--- src/rtl/modulo_n_serial_if.sv ---
// modulo_n_serial_if: word-in / result-out handshake bundle for the serial modulo checker.
interface modulo_n_serial_if #(parameter int WIDTH = 8, parameter int MOD = 3);
  localparam int RW = $clog2(MOD);
  logic             in_valid;
  logic             in_ready;
  logic [WIDTH-1:0] in;
  logic             out_valid;
  logic             out_ready;
  logic             out;
  logic [RW-1:0]    rem;
  modport master (output in_valid, in, out_ready, input in_ready, out_valid, out, rem);
  modport slave (input in_valid, in, out_ready, output in_ready, out_valid, out, rem);
endinterface

--- src/rtl/modulo_n_serial.sv ---
// modulo_n_serial: bit-serial, MSB-first word mod MOD with valid/ready handshake.
module modulo_n_serial #(
  parameter int WIDTH = 8,
  parameter int MOD = 3
) (
  input logic             clk,
  input logic             rst_n,
  modulo_n_serial_if.slave bus
);
  localparam int RW = $clog2(MOD);
  localparam int CW = $clog2(WIDTH + 1);
  localparam logic [RW:0] MODV = (RW + 1)'(MOD);
  if (MOD < 2) begin : g_bad_mod
    $error("modulo_n_serial: MOD must be at least 2");
  end
  typedef enum logic [1:0] {IDLE, BUSY, DONE} state_t;
  state_t state, state_n;
  logic [WIDTH-1:0] sr;
  logic [RW-1:0] acc, acc_n, rem_q;
  logic [CW-1:0] cnt;
  logic [RW:0] t;
  logic out_q;
  // acc < MOD keeps t < 2*MOD, so one conditional subtract reduces it
  assign t = {acc, sr[WIDTH-1]};
  assign acc_n = t >= MODV ? RW'(t - MODV) : RW'(t);
  assign bus.in_ready = state == IDLE;
  assign bus.out_valid = state == DONE;
  assign bus.rem = rem_q;
  assign bus.out = out_q;
  always_comb begin
    state_n = state;
    case (state)
      IDLE: state_n = bus.in_valid ? BUSY : IDLE;
      BUSY: state_n = cnt == CW'(1) ? DONE : BUSY;
      DONE: state_n = bus.out_ready ? IDLE : DONE;
      default: state_n = IDLE;
    endcase
  end
  always_ff @(posedge clk or negedge rst_n) begin
    if (!rst_n) begin
      state <= IDLE;
      sr <= '0;
      acc <= '0;
      cnt <= '0;
      rem_q <= '0;
      out_q <= 1'b0;
    end else begin
      state <= state_n;
      if (state == IDLE && bus.in_valid) begin
        sr <= bus.in;
        acc <= '0;
        cnt <= CW'(WIDTH);
      end else if (state == BUSY) begin
        sr <= sr << 1;
        acc <= acc_n;
        cnt <= cnt - CW'(1);
        if (cnt == CW'(1)) begin
          rem_q <= acc_n;
          out_q <= acc_n == '0;
        end
      end
    end
  end
endmodule
--- src/flat_wrapper.sv ---
// flat-port wrapper written by rule: the top's interface ports become plain ports
module modulo_n_serial_flat 
#(
  parameter int WIDTH = 8,
  parameter int MOD = 3
)
  (clk, rst_n, bus_in_valid, bus_in, bus_out_ready, bus_in_ready, bus_out_valid, bus_out, bus_rem);
  modulo_n_serial_if #(.WIDTH(WIDTH), .MOD(MOD)) bus_i ();
  input logic clk;
  input logic rst_n;
  input wire logic [$bits(bus_i.in_valid)-1:0] bus_in_valid;
  input wire logic [$bits(bus_i.in)-1:0] bus_in;
  input wire logic [$bits(bus_i.out_ready)-1:0] bus_out_ready;
  output wire logic [$bits(bus_i.in_ready)-1:0] bus_in_ready;
  output wire logic [$bits(bus_i.out_valid)-1:0] bus_out_valid;
  output wire logic [$bits(bus_i.out)-1:0] bus_out;
  output wire logic [$bits(bus_i.rem)-1:0] bus_rem;
  assign bus_i.in_valid = bus_in_valid;
  assign bus_i.in = bus_in;
  assign bus_i.out_ready = bus_out_ready;
  assign bus_in_ready = bus_i.in_ready;
  assign bus_out_valid = bus_i.out_valid;
  assign bus_out = bus_i.out;
  assign bus_rem = bus_i.rem;
  modulo_n_serial #(.WIDTH(WIDTH), .MOD(MOD)) u_core (.clk(clk), .rst_n(rst_n), .bus(bus_i));
endmodule
--- config.mk ---
export PLATFORM = sky130hd
export DESIGN_NAME = modulo_n_serial_flat
export DESIGN_NICKNAME = d
export VERILOG_FILES = /design/src/rtl/modulo_n_serial_if.sv /design/src/rtl/modulo_n_serial.sv /design/src/flat_wrapper.sv
export SDC_FILE = /design/constraint.sdc
export NUM_CORES = 1
export LEC_CHECK = 0
export CAP_MARGIN = 20
export CORE_MARGIN = 10
export CORE_UTILIZATION = 40
export CTS_BUF_LIST = sky130_fd_sc_hd__clkbuf_4
export DETAILED_ROUTE_END_ITERATION = 10
export SKIP_LAST_GASP = 1
export SYNTH_ARGS = -nofsm -noshare
export SYNTH_HDL_FRONTEND = slang
export SYNTH_SLANG_ARGS = --single-unit
--- constraint.sdc ---
create_clock -name clk -period 2.42 [get_ports clk]
set_input_delay 0.242 -clock clk [delete_from_list [all_inputs] [get_ports clk]]
set_output_delay 0.242 -clock clk [all_outputs]
set_load 0.005 [all_outputs]
After elaboration in Yosys (flattened, before gate mapping)
Index checks and enable logic that the tools add are counted.
{"block": "classes", "n_addsub": 2, "order_cmp": 1, "n_eq_ne": 3, "muxes": 11, "bitwise_logic": 1, "reduce_logical": 5}
{"operator": "two-way mux 8 bit", "count": 2}
{"operator": "two-way mux 2 bit", "count": 5}
{"operator": "two-way mux 4 bit", "count": 2}
{"operator": "one-hot mux 2 bit (3 select lines)", "count": 1}
{"operator": "== test 4 x 1 -> 1 bit (second input constant)", "count": 1}
{"operator": "zero test 2 bit", "count": 2}
{"operator": "subtractor 4 x 1 -> 4 bit (second input constant)", "count": 1}
{"operator": "greater-or-equal comparator 3 x 2 -> 1 bit (second input constant)", "count": 1}
{"operator": "AND reduction 3 bit", "count": 1}
{"operator": "== test 2 x 1 -> 1 bit (second input constant)", "count": 1}
{"operator": "== test 2 bit (second input constant)", "count": 1}
{"operator": "nonzero test 2 bit", "count": 1}
{"operator": "subtractor 2 bit (second input constant)", "count": 1}
{"operator": "logical AND 1 bit", "count": 1}
{"operator": "two-way mux 1 bit", "count": 1}
{"operator": "NOT 1 bit", "count": 1}
{"block": "word_totals", "regBits": 19, "inputBits": 12, "out_inout_bits": 5, "wordCells": 29}

Longest topological paths before layout
Gate-level depths: netlist of the first run.
{"block": "logic_depth", "depth_word": 4, "depth_mapped": 5, "depth_no_buf": 5}

Worst setup path before layout of the first run
No wires, ideal clock.
{"block": "synth_path", "path_kind": "register -> register", "startpoint": "register u_core.sr[7]", "endpoint": "register u_core.rem_q[1], in the netlist u_core.bus.rem[1]", "setup_ns": 0.121, "t_arrival_ns": 1.262, "t_required_ns": 2.299, "path_slack_ns": 1.037, "stages_incl_launch_ff": 5, "path_buffers": 0, "synth_period_minus_slack_ns": 1.383, "path_cell_list": "dfrtp_1 ha_1 or2_1 o221a_1 a22o_1"}
{"block": "synth_between", "elab_chain_len": 2, "word_cells_on_any_way": 3, "cone_classes": "add/sub (1); order compare (1); mux (1)"}
{"item": "start, declared", "line_no": "modulo_n_serial.sv:18", "source": "logic [WIDTH-1:0] sr;"}
{"item": "start signal, assigned", "line_no": "modulo_n_serial.sv:50", "source": "sr <= bus.in;"}
{"item": "start signal, assigned", "line_no": "modulo_n_serial.sv:54", "source": "sr <= sr << 1;"}
{"item": "greater-or-equal comparator 3 x 2 -> 1 bit / subtractor 2 bit (equally long branches)", "line_no": "modulo_n_serial.sv:25", "source": "assign acc_n = t >= MODV ? RW'(t - MODV) : RW'(t);"}
{"item": "two-way mux 2 bit (*)", "line_no": "modulo_n_serial.sv:25"}
{"item": "end signal, assigned", "line_no": "modulo_n_serial.sv:58", "source": "rem_q <= acc_n;"}
{"item": "end, declared", "line_no": "modulo_n_serial.sv:19", "source": "logic [RW-1:0] acc, acc_n, rem_q;"}
Mark *: on every way between the ends. The rest lies on a longest branch, timed or not.
A chain may end at the register's enable or synchronous reset.

Final worst setup path of the first run
{"block": "layout_path", "startpoint": "register u_core.state[0]", "endpoint": "output port bus_out_valid"}
{"block": "layout_between", "elab_chain_len": 1}
{"item": "start, declared", "line_no": "modulo_n_serial.sv:17", "source": "state_t state, state_n;"}
{"item": "start signal, assigned", "line_no": "modulo_n_serial.sv:48", "source": "state <= state_n;"}
{"item": "== test 2 bit", "line_no": "modulo_n_serial.sv:27", "source": "assign bus.out_valid = state == DONE;"}
{"item": "end, declared", "line_no": "flat_wrapper.sv:15", "source": "output wire logic [$bits(bus_i.out_valid)-1:0] bus_out_valid;"}
No other way between the ends.

==> flow_metrics.tcl, run 1 <==
set metrics [dict create \
    synth_ff_type "dfrtp_1" \
    clk_path_buf_depth 2 \
    syn_area_sq_um 893.4 \
    ys_types 30 \
    start_util_pct 41.18 \
    nNetsFinal 120 \
    vias 663 \
    r2r_slack_ns 0.95 \
    grt_use_total_pct 8.710 \
    period_share_pct 72.09 \
    yosysWarningCount 0 \
    fin_hold_ws_ns 0.2762 \
    first_pass_iters 4 \
    crit_arrival_ns 1.50 \
    cp-start-kind "flop" \
    reg2reg_depth 4 \
    startpoint "u_core.state[0]$_DFF_PN0_" \
    detailedRoute.firstIterationViolations 19 \
    cts_setup_buffers 0 \
    cp_max_fo 7 \
    hold_buffers 0 \
    r2r_end "u_core.bus.rem[0]$_DFFE_PN0P_" \
    htreeDepth 1 \
    leakagePower_nw 0.5165 \
    cts_tree "built" \
    seq_area_frac_synth_pct 53.22 \
    min_period_ns 1.745 \
    core_sq_um 2170 \
    synth-edff-count 0 \
    power_density_nw_per_um2 1131 \
    postRouteAntennaNets 0 \
    hold_class "in -> async" \
    grt_pass1_vias 677 \
    skew_ns 0.0006508 \
    cts-root-buf "clkbuf_4" \
    rsz0062_at_grt "false" \
    setup_viol 0 \
    max-vdd-ir-drop_mv 0.5405 \
    synth_area_per_cell_sq_um 10.51 \
    dp_hpwl_mm 1.320 \
    slew_headroom_pct 52.74 \
    cts_buffers 3 \
    synth_seq_cells 19 \
    async_flop_share_pct 100.0 \
    io_pins 17 \
    antenna_found_initial 0 \
    slew_violations 0 \
    cp.required_ns 2.18 \
    tightest_slew_ns 0.7074 \
    vias_per_cell 5.023 \
    post_cts_resize_count 0 \
    grt_overflow 0 \
    end_kind "output pin" \
    endpoint "bus_out_valid" \
    die_h_um 67.26 \
    setup_tns_ns 0 \
    clk_pin_slew_ns 0.10 \
    clock-sinks 19 \
    outcome "completed" \
    grt_pass1_wl_mm 3.042 \
    clkLatencyLatePin_ns 0.28 \
    drive_gt1_share_pct 9.615 \
    synth_nets 100 \
    drt-total-wl_mm 1.766 \
    num_antenna_cells 0 \
    fp.dieW_um 67.26 \
    grt_max_degree 20 \
    fp-row-count 17 \
    cap_violations 0 \
    finalHoldViolations 0 \
    crit_type "reg -> out" \
    place.gp.congestion 0.7410 \
    placed_cells 128 \
    route.detailed.drc 0 \
    r2r_start "u_core.acc[0]$_DFFE_PN0P_" \
    clock.fmax_ghz 0.5732 \
    die_area_sq_um 4524 \
    area_growth_pct 24.23 \
    io_buffers 16 \
    final_cell_count_no_fill 132 \
    routedWlPerCell_um 13.38 \
    synth_cells 85 \
]
[cell type report]
| class | count | area [sq um] |
|---|---|---|
| clock buffers | 4 | 30.03 |
| fillers | 227 | 1060 |
| inverters | 3 | 11.26 |
| multi-input cells | 61 | 390.4 |
| flip-flops and latches | 19 | 475.5 |
| well taps | 28 | 35.03 |
| repair buffers | 17 | 167.7 |
[per-stage QoR]
stage | cell area [sq um] | power (mW) | setup slack [ns] | util [%]
2_1_floorplan | 893.4 | 0.9339 | 1.037 | -
3_3_place_gp | 1080 | 1.089 | 0.7727 | 49.77
3_5_place_dp | 1080 | 1.108 | 0.7541 | 49.77
4_1_cts | 1110 | 1.275 | 0.6602 | 51.15
5_1_grt | 1110 | 1.384 | 0.5707 | 51.15
6_report | 1110 | 1.255 | 0.6754 | 51.15
[state kept, by name (all words and copies together) (netlist names)]
name and flops:
u_core.acc 2, u_core.sr 8, u_core.bus.out 1, u_core.cnt 4, u_core.bus.rem 2, u_core.state 2
[worst min path at each step]
stage / to / cells after the start
final: u_core.sr[2]$_DFFE_PN0P_ / 2
after floorplan: u_core.acc[0]$_DFFE_PN0P_ / 0
after global placement: u_core.sr[5]$_DFFE_PN0P_ / 2
after detailed placement: u_core.sr[4]$_DFFE_PN0P_ / 2
after global routing: u_core.sr[6]$_DFFE_PN0P_ / 2
after CTS: u_core.sr[2]$_DFFE_PN0P_ / 2
[synth_stat cells (2+ instances only)]
cell type / n / share of area [%]
inv_1: 3 / 1.3
nor3b_2: 2 / 2.8
dfrtp_1: 19 / 53
a22oi_1: 7 / 5.9
o21ai_0: 4 / 2.2
nand2b_1: 3 / 2.1
nand2_1: 20 / 8.4
ha_1: 3 / 4.2
nor2_1: 2 / 0.84
nor3_1: 2 / 1.1
[per-layer routing]
metal	GRT usage [%]	up-vias	routed length, um
met1	9.469	315	807
met5	0	-	0
met2	14.57	11	841
met3	3.140	2	101
li1	-	335	-
met4	4.615	0	16
[placed cells by master (no fill, tap or decap), types with 3 or more instances in the layout]
cell and instances:
clkdlybuf4s50_1 16, clkbuf_4 4, a22oi_1 7, dfrtp_1 19, ha_1 3, inv_1 3
nand2_1 20, o21ai_0 4, nand2b_1 3
[critical path, cell delays in order, from the launching register on]
cell             delay (ns)
dfrtp_1                0.48
nand2b_1               0.19
inv_1                  0.06
clkdlybuf4s50_1        0.49
[power breakdown]
part / switching, mW / leakage, nW / internal (mW) / total [mW]
sequential: 0.106 / 0.239 / 0.453 / 0.559
combinational: 0.258 / 0.259 / 0.273 / 0.531
clock: 0.0903 / 0.0184 / 0.0752 / 0.165
[logic make-up (layout without fill, tap and decap cells)]
group / after synthesis / count (layout) / synth area share, %
AND/OR/NAND/NOR: 34 / 34 / 19.33
AO/OA/AOI/OAI: 21 / 21 / 16.81
flip-flops: 19 / 19 / 53.22
buffers and inverters: 5 / 24 / 3.081
adder cells (fa/ha/maj): 3 / 3 / 4.202
multiplexers: 2 / 2 / 2.381
XOR/XNOR: 1 / 1 / 0.9806
Note: power is estimated with default switching activity, not from simulation.
==> run 2: changes to the inputs <==
--- a/config.mk
+++ b/config.mk
@@ -10,6 +10,7 @@
 export CORE_UTILIZATION = 40
 export CTS_BUF_LIST = sky130_fd_sc_hd__clkbuf_4
 export DETAILED_ROUTE_END_ITERATION = 10
+export PLACE_DENSITY = 0.67
 export SKIP_LAST_GASP = 1
 export SYNTH_ARGS = -nofsm -noshare
 export SYNTH_HDL_FRONTEND = slang
==> constraint.sdc (replaced) <==
create_clock -name clk -period 1.4 [get_ports clk]
set_input_delay 0.14 -clock clk [delete_from_list [all_inputs] [get_ports clk]]
set_output_delay 0.14 -clock clk [all_outputs]
set_load 0.005 [all_outputs]
==> run 2 against run 1 <==
Effect of this change: the flow now finishes with violations (setup timing); sequential share of layout area down 4.0 points; count of clock-buffer cells in the layout decreased by 1; largest power group is now combinational logic; largest cell class unchanged; highest routed layer unchanged; setup slack got worse by 0.70 ns.
==> flow_metrics.tcl, run 2 (synthesis results as in run 1) <==
set metrics [dict create \
    clk_path_buf_depth 2 \
    area_growth_pct 37.26 \
    crit_arrival_ns 1.62 \
    path_delay_family "multiplexers" \
    fin_hold_ws_ns 0.1581 \
    clock.fmax_ghz 0.7032 \
    fp.dieW_um 67.26 \
    io_pins 17 \
    grt_pass1_vias 751 \
    rsz0062_at_grt "true" \
    drive_gt1_share_pct 24.56 \
    layout_common_cells "nand2_1, dfrtp_1, clkdlybuf4s50_1" \
    io_buffers 16 \
    cts_tree "built" \
    slew_headroom_pct 73.97 \
    cp_max_fo 3 \
    tightest_slew_ns 0.3902 \
    htreeDepth 1 \
    crit_chain "ha_2 -> or2_4 -> mux2i_4 -> mux2_4" \
    skew_ns 0.01416 \
    violations "setup timing" \
    clk_pin_slew_ns 0.12 \
    place.gp.congestion 0.7891 \
    clkLatencyLatePin_ns 0.30 \
    core_sq_um 2170 \
    detailedRoute.firstIterationViolations 23 \
    max-vdd-ir-drop_mv 1.048 \
    reg_top3 "u_core.sr: 8 flops, u_core.cnt: 4 flops" \
    crit_path_top_delay_cell "dfrtp_1" \
    die_area_sq_um 4524 \
    setup_tns_ns -0.04410 \
    crit_type "reg -> reg" \
    grt_max_degree 20 \
    num_antenna_cells 0 \
    end_kind "flop" \
    largest_register_ffs 8 \
    routedWlPerCell_um 14.20 \
    p_total_mw 2.451 \
    cts-root-buf "clkbuf_4" \
    regMostFlops "u_core.sr" \
    power_density_nw_per_um2 1999 \
    hold_buffers 0 \
    finalHoldViolations 0 \
    period_share_pct 101.6 \
    slew_violations 0 \
    drt-total-wl_mm 2.016 \
    dp_slack_ns -0.007216 \
    postRouteAntennaNets 0 \
    critPathMaxStageDelay_ns 0.42 \
    mostFrequentLayoutCell "nand2_1" \
    die_h_um 67.26 \
    worst_slack_ns -0.02209 \
    hold_class "in -> async" \
    final_area_sq_um 1226 \
    vias_per_cell 5.197 \
    fp-row-count 17 \
    cap_violations 0 \
    cp.required_ns 1.60 \
    leakagePower_nw 0.5918 \
    fill_cells 210 \
    grt_overflow 0 \
    dp_hpwl_mm 1.416 \
    grt_pass1_wl_mm 3.353 \
    start_util_pct 41.18 \
    first_pass_iters 4 \
    antenna_found_initial 0 \
    vias 738 \
    grt_use_total_pct 9.382 \
    postPlaceCellArea_sq_um 1117 \
    cts_buffers 3 \
    min_period_ns 1.422 \
    route.detailed.drc 0 \
    path_buf_inv 0 \
    cp-start-kind "flop" \
    nNetsFinal 130 \
    setup_viol 2 \
    clock-sinks 19 \
    outcome "complete, but fails checks" \
]
-- run 2: changes by cell type in the layout (fill, tap and decap cells not counted), moves of 2 or more --
| cell | delta |
|---|---|
| buf_4 | +8 |
| buf_6 | +2 |
| clkdlybuf4s50_1 | -2 |
| dlygate4sd2_1 | +2 |
-- run 2: layer usage --
layer,vias to the layer above,GRT usage [%],routed length (um)
li1,359,-,-
met1,360,11.87,955
met2,17,14.34,938
met3,2,2.645,107
met4,0,4.615,14
met5,-,0,0
-- run 2: metrics by stage --
step / instances / utilization (%)
after floorplan: 85 / -
after global placement: 133 / 51.50
after detailed placement: 133 / 51.50
after CTS: 140 / 54.15
after global routing: 142 / 56.52
final: 142 / 56.52
-- run 2: final timing paths --
| path | start | end | slack (ns) | cells after the start |
|---|---|---|---|---|
| worst max-delay path | u_core.sr[7]$_DFFE_PN0P_ | u_core.bus.rem[0]$_DFFE_PN0P_ | -0.02 | 4 |
| worst min-delay path | rst_n | u_core.bus.out$_DFFE_PN0P_ | 0.16 | 2 |
| worst max register to register | u_core.sr[7]$_DFFE_PN0P_ | u_core.bus.rem[0]$_DFFE_PN0P_ | -0.02 | 4 |
| worst min register to register | u_core.sr[2]$_DFFE_PN0P_ | u_core.sr[2]$_DFFE_PN0P_ | 0.50 | 2 |
| max in group asynchronous | rst_n | u_core.state[0]$_DFF_PN0_ | 1.01 | 2 |
| min in group clk | bus_in[0] | u_core.sr[0]$_DFFE_PN0P_ | 0.40 | 3 |
-- run 2: layout make-up --
type                       count  area [sq um]  area share (%)
clock buffer                   3         22.52           1.837
sequential                    19         476.7           38.88
multi-input combinational     61         427.9           34.90
timing repair buffer          27         247.7           20.20
inverter                       3         11.26          0.9184
tap                           28         35.03           2.857
clock inverter                 1         5.005          0.4082
-- run 2: repair_timing --
item	in CTS	in global routing
resized for setup	6	7
setup endpoints to repair	5	14
setup buffers	3	2
pin swaps	0	2
-- run 2: report_power, final --
| group | internal (mW) | switching, mW | leakage (nW) |
|---|---|---|---|
| clock | 0.106 | 0.173 | 0.0177 |
| combinational | 0.669 | 0.554 | 0.336 |
| sequential | 0.785 | 0.163 | 0.238 |
| total | 1.56 | 0.890 | 0.592 |
==> run 3: changes to the inputs <==
--- a/config.mk
+++ b/config.mk
@@ -6,6 +6,7 @@
 export NUM_CORES = 1
 export LEC_CHECK = 0
 export CAP_MARGIN = 20
+export CORE_ASPECT_RATIO = 1.5
 export CORE_MARGIN = 10
 export CORE_UTILIZATION = 40
 export CTS_BUF_LIST = sky130_fd_sc_hd__clkbuf_4
==> run 3 against run 2 <==
Effect of this change: the flow still finishes with violations (setup timing); routed wire length shrank 6.0%; critical path depth stayed put; worst hold slack improved by 0.018 ns; final cell count fell by 3.5%.
==> flow_metrics.tcl, run 3 (synthesis results as in run 1) <==
set metrics [dict create \
    grt_pass1_vias 756 \
    r2r_slack_ns -0.01 \
    die_h_um 77.88 \
    clock.fmax_ghz 0.7088 \
    first_pass_iters 4 \
    cp-start-kind "flop" \
    cap_violations 0 \
    clk_pin_slew_ns 0.10 \
    rsz0062_at_grt "true" \
    utilization_pct 58.61 \
    vias_per_cell 5.212 \
    antenna_found_initial 0 \
    cts-root-buf "clkbuf_4" \
    p_total_mw 2.488 \
    fin_hold_ws_ns 0.1758 \
    slew_violations 0 \
    num_antenna_cells 0 \
    clkLatencyLatePin_ns 0.28 \
    io_buffers 16 \
    layout_common_cells "nand2_1, dfrtp_1, clkdlybuf4s50_1" \
    switching_power_uw 881.8 \
    core_sq_um 2077 \
    skew_ns 0.002376 \
    clockPowerShare_pct 11.5 \
    crit_chain "ha_2 -> or2_4 -> o221a_4 -> o31ai_2" \
    htreeDepth 1 \
    fill_cells 188 \
    reg2reg_depth 4 \
    place.gp.congestion 0.7439 \
    crit_type "reg -> reg" \
    regMostFlops "u_core.sr" \
    cts_tree "built" \
    crit_path_top_delay_cell "dfrtp_1" \
    clk_path_buf_depth 2 \
    finalHoldViolations 0 \
    multi_input_area_sq_um 422.9 \
    die_area_sq_um 4563 \
    route.detailed.drc 0 \
    io_pins 17 \
    reg_top3 "u_core.sr: 8 flops, u_core.cnt: 4 flops" \
    grt_max_degree 20 \
    seqPwrFrac_pct 37.9 \
    fp.dieW_um 58.59 \
    mostFrequentLayoutCell "nand2_1" \
    power.share.combinational_pct 50.6 \
    outcome "complete, but fails checks" \
    worst_slack_ns -0.01086 \
    crit_arrival_ns 1.62 \
    p_int_mw 1.607 \
    drive_gt1_share_pct 25.22 \
    sw_frac_of_total_pct 35.44 \
    slew_headroom_pct 72.48 \
    cp_max_fo 3 \
    r2r_start "u_core.acc[0]$_DFFE_PN0P_" \
    period_share_pct 100.8 \
    cts_buffers 3 \
    hold_class "in -> async" \
    largest_register_ffs 8 \
    min_period_ns 1.411 \
    fp-row-count 20 \
    nNetsFinal 131 \
    setup_viol 3 \
    area_growth_pct 36.27 \
    critPathMaxStageDelay_ns 0.41 \
    max-vdd-ir-drop_mv 0.8572 \
    grt_overflow 0 \
    leakagePower_nw 0.5923 \
    r2r_end "u_core.bus.out$_DFFE_PN0P_" \
    end_kind "flop" \
    grt_pass1_wl_mm 3.180 \
    cp.required_ns 1.61 \
    tightest_slew_ns 0.4125 \
    start_util_pct 43.01 \
    postRouteAntennaNets 0 \
    power_density_nw_per_um2 2044 \
    vias 714 \
    clock-sinks 19 \
    drt-total-wl_mm 1.896 \
    dp_hpwl_mm 1.385 \
    routedWlPerCell_um 13.84 \
    violations "setup timing" \
    setup_tns_ns -0.02607 \
    grt_use_total_pct 8.513 \
    detailedRoute.firstIterationViolations 11 \
    register_area_sq_um 478.0 \
]
==> run 3: cell types whose count changed in the layout (fill, tap and decap cells not counted), sizes merged <==
| cell | change |
|---|---|
| clkinv | -1 |
| buf | +1 |
| clkbuf | +1 |
==> run 3: power by group through the flow <==
stage / Clock, mW / Sequential, mW / Combinational (mW)
6_report: 0.286 / 0.944 / 1.26
5_1_grt: 0.325 / 0.964 / 1.40
4_1_cts: 0.301 / 0.942 / 1.15
3_5_place_dp: 0 / 0.959 / 1.06
3_3_place_gp: 0 / 0.944 / 1.02
2_1_floorplan: 0 / 0.940 / 0.675
==> run 3: layer usage <==
metal	part of all wire (%)	GRT usage, %	wire length, um	up-vias
met3	7.6	3.094	144	2
li1	-	-	-	358
met4	0.84	4.147	16	0
met5	0	0	0	-
met2	49	14.07	921	17
met1	43	9.204	814	337
==> run 3: through the flow <==
step / area, sq um / std cells / setup slack [ns]
2_1_floorplan: 893.4 / 85 / 0.01662
3_3_place_gp: 1117 / 128 / -0.007367
3_5_place_dp: 1117 / 128 / -0.06796
4_1_cts: 1181 / 134 / -0.003344
5_1_grt: 1217 / 137 / -0.05770
6_report: 1217 / 137 / -0.01086
==> run 3: layout make-up <==
cell class,instances,area share (%)
clock buffer,4,2.467
timing repair buffer,28,20.35
sequential,19,39.26
tap,22,2.261
multi-input combinational,61,34.74
inverter,3,0.9250
==> run 3: how the worst max path moves through the flow <==
| stage | endpoint | from | slack [ns] |
|---|---|---|---|
| finish | u_core.bus.out$_DFFE_PN0P_ | u_core.acc[0]$_DFFE_PN0P_ | -0.01 |
| global placement | u_core.bus.rem[0]$_DFFE_PN0P_ | u_core.acc[0]$_DFFE_PN0P_ | -0.007 |
| detailed placement | u_core.sr[7]$_DFFE_PN0P_ | bus_in_valid | -0.07 |
| floorplan | u_core.bus.rem[1]$_DFFE_PN0P_ | u_core.sr[7]$_DFFE_PN0P_ | 0.02 |
| CTS | u_core.bus.rem[1]$_DFFE_PN0P_ | u_core.sr[7]$_DFFE_PN0P_ | -0.003 |
| global route | u_core.bus.rem[0]$_DFFE_PN0P_ | u_core.cnt[1]$_DFFE_PN0P_ | -0.06 |
==> run 3: timing repair <==
item / 4_1_cts / 5_1_grt
resized for setup: 9 / 2
setup buffers: 2 / 3
endpoints found under the setup margin: 6 / 4
pin swaps: 2 / 3
hold endpoints to repair: 0 / 0
hold buffers: 0 / 0
==> run 3: critical path: cells and delay by family, from the launching register on <==
family | cells | cell delay (ns)
compound gates | 2 | 0.49
flops | 1 | 0.41
simple gates | 1 | 0.24
fa+ha+maj | 1 | 0.19
